[src/rtl/sweep_driver.sv]
`default_nettype none
// ============================================================================
// Module      : sweep_driver
// Description : Exhaustive stimulus sweep engine. Walks stim through every
//               value 0 .. 2^WIDTH-1, waits SETTLE cycles per vector, then
//               captures the response, counts responses with bit 0 set and
//               optionally folds the responses into a CRC-style signature.
//               Optional feature macro: SWEEP_SIGNATURE_EN (builds the
//               signature register; otherwise signature is tied to zero).
// Revision    : 1.0 - initial release
// ============================================================================
module sweep_driver #(
    parameter int WIDTH  = 3,
    parameter int RESP_W = 1,
    parameter int SETTLE = 4
) (
    input  logic              clk,
    input  logic              rst,
    input  logic              start,
    input  logic              abort,
    output logic [WIDTH-1:0]  stim,
    input  logic [RESP_W-1:0] resp,
    output logic              busy,
    output logic              done,
    output logic              sample_valid,
    output logic [WIDTH-1:0]  sample_idx,
    output logic [RESP_W-1:0] sample_resp,
    output logic [WIDTH:0]    ones_count,
    output logic [15:0]       signature
);

    localparam logic [1:0] c_ST_IDLE   = 2'd0;
    localparam logic [1:0] c_ST_SETTLE = 2'd1;
    localparam logic [1:0] c_ST_SAMPLE = 2'd2;
    localparam logic [1:0] c_ST_DONE   = 2'd3;

    // Counter only needs to reach SETTLE-1; keep at least one bit.
    localparam int               c_CNT_W    = (SETTLE > 1) ? $clog2(SETTLE) : 1;
    localparam logic [c_CNT_W-1:0] c_CNT_LAST = c_CNT_W'(SETTLE - 1);
    localparam logic [WIDTH-1:0]   c_STIM_LAST = {WIDTH{1'b1}};
    localparam int               c_OW       = WIDTH + 1;

    logic [1:0]         state_q;
    logic [1:0]         state_d;
    logic [c_CNT_W-1:0] cnt_q;
    logic [WIDTH-1:0]   stim_q;
    logic               sample_valid_q;
    logic [WIDTH-1:0]   sample_idx_q;
    logic [RESP_W-1:0]  sample_resp_q;
    logic [WIDTH:0]     ones_q;

    // A sweep launches only from IDLE, and abort always beats start.
    logic launch;
    logic take_sample;
    assign launch      = (state_q == c_ST_IDLE)   && start && !abort;
    assign take_sample = (state_q == c_ST_SAMPLE) && !abort;

    // State register.
    always_ff @(posedge clk) begin
        if (rst) state_q <= c_ST_IDLE;
        else     state_q <= state_d;
    end

    // Next-state logic; abort drops any active sweep straight back to IDLE.
    always_comb begin
        state_d = state_q;
        case (state_q)
            c_ST_IDLE:   if (launch) state_d = c_ST_SETTLE;
            c_ST_SETTLE: begin
                if (abort)                  state_d = c_ST_IDLE;
                else if (cnt_q == c_CNT_LAST) state_d = c_ST_SAMPLE;
            end
            c_ST_SAMPLE: begin
                if (abort)                     state_d = c_ST_IDLE;
                else if (stim_q == c_STIM_LAST) state_d = c_ST_DONE;
                else                           state_d = c_ST_SETTLE;
            end
            default:     state_d = c_ST_IDLE;
        endcase
    end

    // Output decode: status flags follow the state directly.
    always_comb begin
        busy = 1'b0;
        done = 1'b0;
        case (state_q)
            c_ST_SETTLE, c_ST_SAMPLE: busy = 1'b1;
            c_ST_DONE:                done = 1'b1;
            default: ;
        endcase
    end

    // Sweep datapath: stimulus, settle counter, captured sample and ones count.
    always_ff @(posedge clk) begin
        if (rst) begin
            cnt_q          <= '0;
            stim_q         <= '0;
            sample_valid_q <= 1'b0;
            sample_idx_q   <= '0;
            sample_resp_q  <= '0;
            ones_q         <= '0;
        end else begin
            sample_valid_q <= 1'b0;
            if (launch) begin
                cnt_q  <= '0;
                stim_q <= '0;
                ones_q <= '0;
            end else if (state_q == c_ST_SETTLE && !abort) begin
                cnt_q <= cnt_q + c_CNT_W'(1);
            end else if (take_sample) begin
                sample_valid_q <= 1'b1;
                sample_idx_q   <= stim_q;
                sample_resp_q  <= resp;
                ones_q         <= ones_q + c_OW'(resp[0]);
                // Stim stops at the last vector so it never wraps mid-sweep.
                if (stim_q != c_STIM_LAST) begin
                    stim_q <= stim_q + WIDTH'(1);
                    cnt_q  <= '0;
                end
            end
        end
    end

    assign stim         = stim_q;
    assign sample_valid = sample_valid_q;
    assign sample_idx   = sample_idx_q;
    assign sample_resp  = sample_resp_q;
    assign ones_count   = ones_q;

`ifdef SWEEP_SIGNATURE_EN
    logic [15:0] sig_q;
    logic [15:0] sig_d;

    // CCITT-polynomial shift with the response folded into the low bits.
    always_comb begin
        sig_d = {sig_q[14:0], 1'b0} ^ (sig_q[15] ? 16'h1021 : 16'h0000) ^ 16'(resp);
    end

    // Signature register: seeded on reset and on every new sweep.
    always_ff @(posedge clk) begin
        if (rst)              sig_q <= 16'hFFFF;
        else if (launch)      sig_q <= 16'hFFFF;
        else if (take_sample) sig_q <= sig_d;
    end

    assign signature = sig_q;
`else
    assign signature = 16'h0000;
`endif

endmodule
`default_nettype wire

[config.mk]
export PLATFORM = sky130hd
export DESIGN_NAME = sweep_driver
export DESIGN_NICKNAME = d
export VERILOG_FILES = /design/src/rtl/sweep_driver.sv
export SDC_FILE = /design/constraint.sdc
export NUM_CORES = 1
export LEC_CHECK = 0
export CORE_UTILIZATION = 43
export CTS_CLUSTER_DIAMETER = 150
export DETAILED_ROUTE_END_ITERATION = 12
export GPL_ROUTABILITY_DRIVEN = 0
export PLACE_DENSITY = 0.77
export RECOVER_POWER = 25
export SLEW_MARGIN = 0
export SYNTH_ARGS = -nofsm -noshare
export SYNTH_HDL_FRONTEND = slang
export SYNTH_SLANG_ARGS = --single-unit
[constraint.sdc]
create_clock -name clk -period 1.93 [get_ports clk]
set_input_delay 0.386 -clock clk [delete_from_list [all_inputs] [get_ports clk]]
set_output_delay 0.386 -clock clk [all_outputs]
set_load 0.005 [all_outputs]
==> flow_metrics.tcl <==
set metrics [dict create \
    ioPinCount 35 \
    slew_viol_final 0 \
    netlist_top_cells_count "buf_4, dfxtp_1, nand2b_1, ha_1, mux2i_1" \
    initial_core_util_pct 47.37 \
    portBuffers 18 \
    n_antenna_cell 0 \
    worstHoldStart "sample_idx[1]" \
    grt_pass1_wl_um 2967 \
    first_global_vias 683 \
    die_w_um 49.43 \
    mappedNetlistArea_um2 967.2 \
    drt_first_iter_violations 10 \
    grt_max_degree 11 \
    yosysSeqAreaShare_pct 33.12 \
    hold_viol 0 \
    wl_per_cell_um 10.67 \
    wl_um 1675 \
    clock-sinks 16 \
    fin_crit_sh_pct 96.40 \
    die_area_um2 2443 \
    synth_warnings 0 \
    path_max_fanout 4 \
    core_um2 2042 \
    fin_cells 157 \
    drtAntennaViolNets 0 \
    arrival_ns 1.47 \
    ys_top_cells_by_area "dfxtp_1, ha_1, buf_4" \
    finalNetCount 146 \
    hpwl_um 1326 \
    maxCapViolCount 0 \
    cts_made_buffers 3 \
    drive_gt1_share_pct 10.00 \
    setup_viol 0 \
    synth_ff_type "dfxtp_1" \
    clkLatencyLatePin_ns 0.28 \
    status "completed" \
    cts.clk_slew.worst_paths_ns 0.09 \
    synth.avg_cell_area_um2 9.124 \
    yosysUniqueCellTypes 27 \
    worst_ep_required_time_ns 1.54 \
    dieHeight_um 49.43 \
    worst_slack_ns 0.06955 \
    drc 0 \
    pre_cts_ws_ns 0.07417 \
    post-route-min-period_ns 1.860 \
    vias 710 \
    antenna_found_initial 0 \
    p_leak_nw 0.5121 \
    reg2reg_from "state_q[1]" \
    max_freq_ghz 0.5375 \
    viasPerCell 4.522 \
    grt_usage_pct 15.65 \
    ir_drop_mv 0.4298 \
    cts_htree_levels 1 \
    rows 16 \
    ctsRootBufferMaster "clkbuf_4" \
    syn_to_final_growth_pct 22.38 \
    finClkSkew_ns 0.0008745 \
    hold_buffers 0 \
    ys_seq_elements 16 \
    cts_tree "built" \
    p_per_area_nw_per_um2 677.1 \
    overflow 0 \
    synthArstFlopShare_pct 0 \
    firstDrtPassIters 4 \
    yosys.area.top_type "dfxtp_1" \
    hold_path_class "flop to flop" \
    end_kind "output port" \
    cts_buffer_depth 2 \
    place_inst 151 \
    critPathKind "flop to output port" \
    crit_start "state_q[0]" \
    startpoint_type "flop" \
    syn_inst 106 \
    post-route-util_pct 57.97 \
    synth-edff-count 0 \
    synth_top_area_share_pct 33.12 \
]
routing by layer:
layer	routed length (um)	GRT usage (%)
met3	83	5.607
met4	13	2.857
met2	812	27.63
met1	765	18.15
met5	0	0
timing repair:
action,in CTS,in global routing
setup buffers,0,2
setup endpoints to repair,1,1
gates cloned,0,0
resized for setup,2,2
layout make-up:
cell class	count	area, um2
clock buffer	4	36.28
fill	195	858.3
inverter	5	18.77
multi-input combinational	81	545.5
sequential	16	327.8
tap	27	33.78
timing repair buffer	24	221.5
worst max-delay path, cell delays in order, from the launching register on:
cell and delay [ns]:
dfxtp_4 0.38, inv_1 0.06, ha_1 0.27, clkdlybuf4s50_1 0.49
kinds of logic after synthesis:
logic type / share of synthesized area [%]
adder cells (fa/ha/maj): 12.94
AND/OR/NAND/NOR: 17.08
AO/OA/AOI/OAI: 11.00
XOR/XNOR: 0.9057
other: 0.3877
buffers and inverters: 16.30
flip-flops: 33.12
multiplexers: 8.280
sequential cells by signal, indices dropped and copies added, names as in the netlist:
signal        count
stim              3
cnt_q             2
ones_count        4
sample_idx        3
sample_valid      1
state_q           2
sample_resp       1
stage by stage:
stage | hold WS [ns] | TNS (ns) | instance area [um2] | power [W]
after global placement | 0.4634 | 0 | 1129 | 0.0005625
after global routing | 0.5240 | -0.003998 | 1184 | 0.0008572
after floorplan | 0.4543 | 0 | 1023 | 0.0005267
final | 0.4760 | 0 | 1184 | 0.0008015
after detailed placement | 0.4609 | 0 | 1129 | 0.0005729
after CTS | 0.4794 | 0 | 1167 | 0.0007949
where the power goes:
group | leakage, nW | switching [W] | internal, W | total [W]
Combinational | 0.361 | 0.000106 | 0.000107 | 0.000213
Clock | 0.0210 | 0.000102 | 0.000115 | 0.000217
Sequential | 0.131 | 0.0000194 | 0.000352 | 0.000372
worst paths after layout:
path / cells after the start / slack (ns) / to
worst max-delay path: 3 / 0.07 / busy
worst min-delay path: 2 / 0.48 / sample_idx[1]
worst max register to register: 5 / 0.22 / sample_idx[0]
worst min register to register: 2 / 0.48 / sample_idx[1]
cell usage in the layout (no fill, tap or decap):
cell type	count
and2b_1	1
a21oi_2	1
a2bb2oi_1	1
mux2i_1	8
inv_1	5
dlygate4sd3_1	4
dfxtp_1	14
or3b_1	1
clkbuf_1	1
o21ai_0	5
nand2b_1	12
o21bai_1	1
or4_1	1
o311ai_0	1
nor2b_1	1
nor2_1	6
conb_1	16
dfxtp_4	2
nand3_1	1
ha_1	10
nor4b_1	1
clkdlybuf4s50_1	14
a31o_2	1
or3_1	2
clkbuf_8	1
nand2_1	3
clkbuf_4	3
xnor2_1	1
buf_4	5
a311oi_1	1
a21oi_1	6
No activity file was read; power rests on OpenSTA's default activity.
